--- config.mk ---
export PLATFORM = sky130hd
export DESIGN_NAME = text_write_ctrl
export DESIGN_NICKNAME = d
export VERILOG_FILES = /design/src/rtl/text_write_ctrl.sv
export SDC_FILE = /design/constraint.sdc
export NUM_CORES = 1
export LEC_CHECK = 0
export ABC_AREA = 1
export BUFFER_PORTS_ARGS = -buffer_cell sky130_fd_sc_hd__buf_4
export CAP_MARGIN = 10
export CORE_ASPECT_RATIO = 0.6
export CORE_MARGIN = 2
export CORE_UTILIZATION = 31
export CTS_CLUSTER_SIZE = 16
export DETAILED_ROUTE_END_ITERATION = 12
export GPL_TIMING_DRIVEN = 0
export SLEW_MARGIN = 5
export SYNTH_ARGS = -nofsm -noshare
export SYNTH_HDL_FRONTEND = slang
export SYNTH_SLANG_ARGS = --single-unit
--- constraint.sdc ---
create_clock -name clk -period 3.9 [get_ports clk]
set_input_delay 0.585 -clock clk [delete_from_list [all_inputs] [get_ports clk]]
set_output_delay 0.585 -clock clk [all_outputs]
set_load 0.01 [all_outputs]
--- src/rtl/text_write_ctrl.sv ---
// Character-RAM write sequencer for the keyboard-to-VGA text terminal.
// Cursor tracking, single-cell writes, screen and line clear fills.
module text_write_ctrl #(
  parameter int COLS = 70,
  parameter int ROWS = 30,
  parameter int XW   = 7,
  parameter int YW   = 5
) (
  input  logic          clk,
  input  logic          rst,
  input  logic          in_valid,
  input  logic [7:0]    in_char,
  output logic          in_ready,
  output logic          ram_we,
  output logic [XW-1:0] ram_x,
  output logic [YW-1:0] ram_y,
  output logic [7:0]    ram_data,
  output logic [XW-1:0] cur_x,
  output logic [YW-1:0] cur_y,
  output logic          busy
);

  typedef enum logic [1:0] {
    CLR_ALL  = 2'd0,
    IDLE     = 2'd1,
    LINE_CLR = 2'd2
  } state_t;

  localparam logic [XW-1:0] XMAX  = XW'(COLS - 1);
  localparam logic [YW-1:0] YMAX  = YW'(ROWS - 1);
  localparam logic [XW-1:0] XONE  = XW'(1);
  localparam logic [YW-1:0] YONE  = YW'(1);
  localparam logic [7:0]    SPACE = 8'h20;

  state_t        state_q, state_d;
  logic [XW-1:0] fx_q, fx_d;
  logic [YW-1:0] fy_q, fy_d;
  logic [XW-1:0] cx_q, cx_d;
  logic [YW-1:0] cy_q, cy_d;
  logic          we_q, we_d;
  logic [XW-1:0] rx_q, rx_d;
  logic [YW-1:0] ry_q, ry_d;
  logic [7:0]    rd_q, rd_d;

  logic acc;
  logic is_prt;
  logic is_nl;
  logic is_bs;
  logic is_ff;
  logic nl;

  assign acc    = in_valid && (state_q == IDLE);
  assign is_prt = (in_char >= 8'h20) && (in_char <= 8'h7E);
  assign is_nl  = (in_char == 8'h0D) || (in_char == 8'h0A);
  assign is_bs  = (in_char == 8'h08);
  assign is_ff  = (in_char == 8'h0C);

  // Next-state, cursor, fill counter and write-port decode
  always_comb begin
    state_d = state_q;
    fx_d    = fx_q;
    fy_d    = fy_q;
    cx_d    = cx_q;
    cy_d    = cy_q;
    we_d    = 1'b0;
    rx_d    = rx_q;
    ry_d    = ry_q;
    rd_d    = rd_q;
    nl      = 1'b0;
    unique case (state_q)
      CLR_ALL: begin
        we_d = 1'b1;
        rx_d = fx_q;
        ry_d = fy_q;
        rd_d = SPACE;
        if (fx_q == XMAX) begin
          fx_d = '0;
          if (fy_q == YMAX) begin
            fy_d    = '0;
            state_d = IDLE;
          end else begin
            fy_d = fy_q + YONE;
          end
        end else begin
          fx_d = fx_q + XONE;
        end
      end
      LINE_CLR: begin
        we_d = 1'b1;
        rx_d = fx_q;
        ry_d = cy_q;
        rd_d = SPACE;
        if (fx_q == XMAX) begin
          fx_d    = '0;
          state_d = IDLE;
        end else begin
          fx_d = fx_q + XONE;
        end
      end
      IDLE: begin
        if (acc) begin
          unique case (1'b1)
            is_prt: begin
              we_d = 1'b1;
              rx_d = cx_q;
              ry_d = cy_q;
              rd_d = in_char;
              if (cx_q == XMAX) nl = 1'b1;
              else cx_d = cx_q + XONE;
            end
            is_nl: nl = 1'b1;
            is_bs: begin
              if (cx_q != '0) begin
                cx_d = cx_q - XONE;
                we_d = 1'b1;
                rx_d = cx_q - XONE;
                ry_d = cy_q;
                rd_d = SPACE;
              end else if (cy_q != '0) begin
                cx_d = XMAX;
                cy_d = cy_q - YONE;
                we_d = 1'b1;
                rx_d = XMAX;
                ry_d = cy_q - YONE;
                rd_d = SPACE;
              end
            end
            is_ff: begin
              cx_d    = '0;
              cy_d    = '0;
              fx_d    = '0;
              fy_d    = '0;
              state_d = CLR_ALL;
            end
            default: ;
          endcase
          if (nl) begin
            cx_d    = '0;
            cy_d    = (cy_q == YMAX) ? '0 : cy_q + YONE;
            fx_d    = '0;
            state_d = LINE_CLR;
          end
        end
      end
      default: begin
        fx_d    = '0;
        fy_d    = '0;
        state_d = CLR_ALL;
      end
    endcase
  end

  // State, cursor and registered write port
  always_ff @(posedge clk) begin
    if (rst) begin
      state_q <= CLR_ALL;
      fx_q    <= '0;
      fy_q    <= '0;
      cx_q    <= '0;
      cy_q    <= '0;
      we_q    <= 1'b0;
      rx_q    <= '0;
      ry_q    <= '0;
      rd_q    <= '0;
    end else begin
      state_q <= state_d;
      fx_q    <= fx_d;
      fy_q    <= fy_d;
      cx_q    <= cx_d;
      cy_q    <= cy_d;
      we_q    <= we_d;
      rx_q    <= rx_d;
      ry_q    <= ry_d;
      rd_q    <= rd_d;
    end
  end

  assign in_ready = (state_q == IDLE);
  assign busy     = (state_q != IDLE);
  assign ram_we   = we_q;
  assign ram_x    = rx_q;
  assign ram_y    = ry_q;
  assign ram_data = rd_q;
  assign cur_x    = cx_q;
  assign cur_y    = cy_q;

endmodule

* Word-level counts from Yosys, hierarchy flattened
Index checks and enable logic that the tools add are counted.
** Storage, ports and cells
- Register bits after elaboration :: 47
- Input bits :: 11
- Output and inout bits :: 35
- Logic and storage cells :: 107
** Cells by class
- Add/sub/neg operators :: 6
- Eq/ne operators :: 23
- Reductions and logical operators :: 18
- Magnitude comparators :: 2
- Mux-type cells :: 48
- Bitwise gates (word level) :: 1
** Operators by type and width (count)
- two-way mux 7 bit :: 9
- two-way mux 5 bit :: 10
- one-hot mux 7 bit (2 select lines) :: 3
- == test 8 x 4 -> 1 bit (second input constant) :: 4
- one-hot mux 8 bit (2 select lines) :: 2
- one-hot mux 5 bit (3 select lines) :: 2
- two-way mux 8 bit :: 3
- one-hot mux 7 bit (3 select lines) :: 1
- one-hot mux 5 bit (2 select lines) :: 2
- AND reduction 5 bit :: 3
- adder 7 x 1 -> 7 bit (second input constant) :: 2
- == test 7 bit (second input constant) :: 2
- two-way mux 2 bit :: 6
- AND reduction 4 bit :: 3
- adder 5 x 1 -> 5 bit (second input constant) :: 2
- == test 5 bit (second input constant) :: 2
- != test 3 x 1 -> 1 bit (second input constant) :: 3
- >= comparator 8 x 6 -> 1 bit (second input constant) :: 1
- less-or-equal comparator 8 x 7 -> 1 bit (second input constant) :: 1
- nonzero test 7 bit :: 1
- subtractor 7 x 1 -> 7 bit (second input constant) :: 1
- two-way mux 1 bit :: 6
- != test 2 x 1 -> 1 bit (second input constant) :: 3
- != test 2 bit (second input constant) :: 3
- 18 further kinds :: 23

* Longest topological paths before layout
- Word-level depth :: 8
- Gate-level depth with buffers :: 12
- Depth with buffers taken out :: 12

* Worst setup path after synthesis
Ideal clock, no wire load.
- Path kind :: register to register
- Start :: register state_q[1]
- End :: register fy_q[1]
- Cell stages (with the launch flop) :: 12
- Data required time :: 3.784 ns
- Buffers on the path :: 1
- Library setup time :: 0.116 ns
- Clock period less this slack :: 1.748 ns
- Arrival time :: 1.632 ns
- Slack :: 2.152 ns
- Cell sequence :: dfxtp_1 -> inv_1 -> ha_1 -> buf_2 -> inv_2 -> nor2_1 -> inv_1 -> nand3_1 -> nor2_4 -> nand2_1 -> nand2_1 -> nor2_1
** Between the ends
- Longest elaborated chain between the ends :: 4
- Elaborated cells on any way between the ends :: 10
- Those cells by class :: eq/ne: 5; mux: 1; bitwise: 1; reduce/logical: 3
** Ends and longest elaborated chain
- start: declaration :: line 35 : state_t state_q, state_d;
- start signal: assignment :: line 166 : state_q <= state_d;
- == test 2 x 1 -> 1 bit (*)
- net in_ready :: line 13 : output logic in_ready,
- logical AND 1 bit :: line 52 : assign acc = in_valid && (state_q == IDLE);
- != test 2 x 1 -> 1 bit (no source line)
- AND reduction 4 bit (no source line)
- end signal: assignment :: line 168 : fy_q <= fy_d;
- end: declaration :: line 37 : logic [YW-1:0] fy_q, fy_d;
The timed path passes the listed nets; every way through them passes the cells marked *.
A chain may end at the register's enable or synchronous reset.

* Final worst setup path
- Start :: register state_q[1]
- End :: output port busy
** Between the ends
- Longest elaborated chain between the ends :: 1
** Ends and longest elaborated chain
- != test 2 x 1 -> 1 bit :: line 179 : assign busy = (state_q != IDLE);
- end: declaration :: line 20 : output logic busy
Every way passes these cells.

==> impl_metrics.yaml <==
min_path:
  hp-class: "flop to flop"
  whs_path_depth: 2
drt:
  wl_um: 9990
  remaining_drc_errors: 0
  vias: 3539
  ant_nets: 0
  wl_per_cell_um: 13.9
  dr.pass1.iters: 5
  drt_iter0_drc: 180
  routed_via_density: 4.92
clock_tree:
  postCtsSetupBuffers: 0
  cts_htree_levels: 2
  cts_buffers: 5
  clk_pin_slew_ns: 0.07
  cts_hold_buf: 0
  clkSinkCount: 47
  cts.root.buffer_cell: "clkbuf_16"
  cts_resized: 0
  cts_tree: "built"
  worstSkewPairLatency_ns: 0.30
  clk_path_buf_depth: 2
synth:
  synthAdderAreaFrac_pct: 5.92
  synthTopCellsByCount: "nand2_1 (136), nor2_1 (74), inv_1 (49)"
  syn_inst: 528
  ys_dominant_reg_cell: "dfxtp_1"
  yosysTopAreaCellShare_pct: 27.8
  synth_top_area_cell: "dfxtp_1"
  syn_nets: 555
  synth_top_family_by_area: "simple AND/OR/NAND/NOR gates"
  synth_compound_area_share_pct: 11.1
  netlist_area_sq_um: 3380
  syn_area_per_cell_sq_um: 6.40
  synthTopCellsByArea: "dfxtp_1 (28%), nand2_1 (15%), nor2_1 (8.2%), nand3_1 (6.7%), a21oi_1 (6.1%)"
  ys_seq_area_share_pct: 27.8
  synthMuxAreaShare_pct: 0
  yosysWarnings: 0
  ys_async_sr_fraction_pct: 0
  yosysUniqueCellTypes: 39
  yosys.area_share.xor_xnor_pct: 3.89
  yosysMostFrequentCell: "nand2_1"
  yosys.area_share.simple_pct: 42.0
  synth_edf_count: 0
  ys_ff_latch: 47
cells_and_area:
  fin_cells: 720
  synthToLayoutAreaGrowth_pct: 20.8
  drive_gt1_share_pct: 17.0
  n_antenna_cell: 0
  fillers: 1163
  final_util_pct: 38.5
  nNetsFinal: 607
pwr:
  p_comb_share_pct: 5.9
  p_int_uw: 878
  p_sw_share_pct: 22.5
  pwr-share-seq_pct: 43.3
  p_per_area_nw_per_um2: 277
  irDropWorstVdd_v: 0.000233
  p_total_uw: 1130
  p_leak_uw: 0.00193
  power_frac_clock_pct: 50.8
  switchingPower_uw: 254
place:
  globalplace.congestion: 0.920
  dp_cells: 712
  hpwl_um: 7660
  portBuffers: 45
global_route:
  grt_max_degree: 16
  overflow: 0
  grt_usage_pct: 17.3
  antenna_found_initial: 0
  grt_pass1_vias: 3331
  grt_pass1_wl_um: 16600
sta:
  setup_tns_ns: 0
  skew_ns: 0.0104
  setup_viol: 0
  hold_viol_final: 0
  rsz0062_at_grt: "false"
  tightest_slew_ns: 0.670
  clock.fmax_ghz: 0.477
  finalMaxSlewViolations: 0
  slew-limit-headroom_pct: 55.3
  period_needed_ns: 2.10
  period_share_pct: 53.8
worst_setup_path:
  cp_data_arrival_time_ns: 1.51
  r2r_cells: 11
  critPathKind: "flop to output pin"
  timing.critical_path.slowest_cell_delay_ns: 0.39
  crit_required_ns: 3.31
  critPathSlowestCell: "dfxtp_1"
  crit_chain: "inv_1 -> ha_1 -> buf_2 -> inv_2 -> buf_4"
  worstPathMaxFanout: 10
  worst-path-buf-inv: 4
  end_kind: "output pin"
  critPathLaunchType: "flop"
  crit_cells: 5
  path_delay_family: "buffers and inverters"
die:
  die_h_um: 84.9
  start_util_pct: 31.9
  core_sq_um: 10600
  dieArea_sq_um: 11800
  io_pins: 46
  die_w_um: 139
  fp-row-count: 29
run:
  maxCapViolCount: 0
run_status:
  status: "finished clean"
==> final timing paths <==
check,startpoint,end,slack [ns]
max,state_q[1],busy,1.80
max reg2reg,cur_x[0],ram_y[4],1.83
min reg2reg,ram_data[7],ram_data[7],0.45
min,ram_data[7],ram_data[7],0.45
==> cell families (layout without fill, tap and decap cells) <==
logic type	after synthesis	in the layout
DFF	47	47
buffers and inverters	75	128
AOI/OAI and AO/OA	73	73
adders and majority gates	16	16
and+or+nand+nor	302	302
xor gates and xnor gates	15	15
==> layout by cell type, fill, tap and decap left out, drive strengths merged <==
master,n
nand2,146
nand3b,1
or2,4
clkinvlp,1
nor3,4
xnor2,4
o21ai,28
nor2,83
ha,16
nand3,50
bufinv,2
clkbuf,13
nor3b,1
inv,58
a22oi,1
nand4,12
xor2,11
nor4,1
dfxtp,47
o22ai,2
a31oi,1
a21oi,41
buf,54
==> worst reg2reg max path, cell delays in order, from the launching register on <==
cell     delay (ns)
dfxtp_1        0.41
inv_1          0.20
ha_1           0.26
nand3_2        0.13
nor2_4         0.21
nand2_2        0.20
inv_2          0.13
nand2_1        0.05
nand3_1        0.07
nand2_1        0.06
o21ai_0        0.11
a21oi_1        0.11
==> per-layer routing <==
layer	track usage, %	wire length, um	up-vias
met5	0	0	-
li1	-	-	1792
met2	26.5	4100	123
met1	25.5	5170	1619
met4	2.66	38	0
met3	3.78	686	5
==> metrics by stage <==
| step | instance area (sq um) | setup slack [ns] | hold WS, ns |
|---|---|---|---|
| after global placement | 3890 | 1.73 | 0.431 |
| after detailed placement | 3890 | 1.70 | 0.443 |
| final | 4080 | 1.80 | 0.452 |
| after CTS | 4080 | 1.81 | 0.455 |
| after floorplan | 3380 | 2.15 | 0.461 |
| after global routing | 4080 | 1.68 | 0.481 |
==> cell type report <==
type	instances	area [sq um]	area share, %
Buffer	17	91.3	2.24
Clock buffer	5	125	3.06
Clock inverter	3	67.6	1.65
Inverter	58	220	5.39
Multi-Input combinational cell	406	2130	52.1
Sequential cell	47	941	23.0
Tap cell	139	174	4.26
Timing Repair Buffer	45	338	8.27
==> power groups by stage <==
stage,sequential [uW],clock [uW],combinational (uW)
2_1_floorplan,501,0,35.8
3_3_place_gp,501,0,65.8
3_5_place_dp,501,0,66.8
4_1_cts,490,583,66.9
5_1_grt,490,610,73.8
6_report,490,575,66.7
==> flip-flops by register name, summed over array words and instances, names as in the netlist <==
register and count:
cur_x 7, ram_x 7, fy_q 5, fx_q 7
cur_y 5, ram_y 5, ram_we 1, ram_data 8
state_q 2
Power figures use the tool's default switching activity.
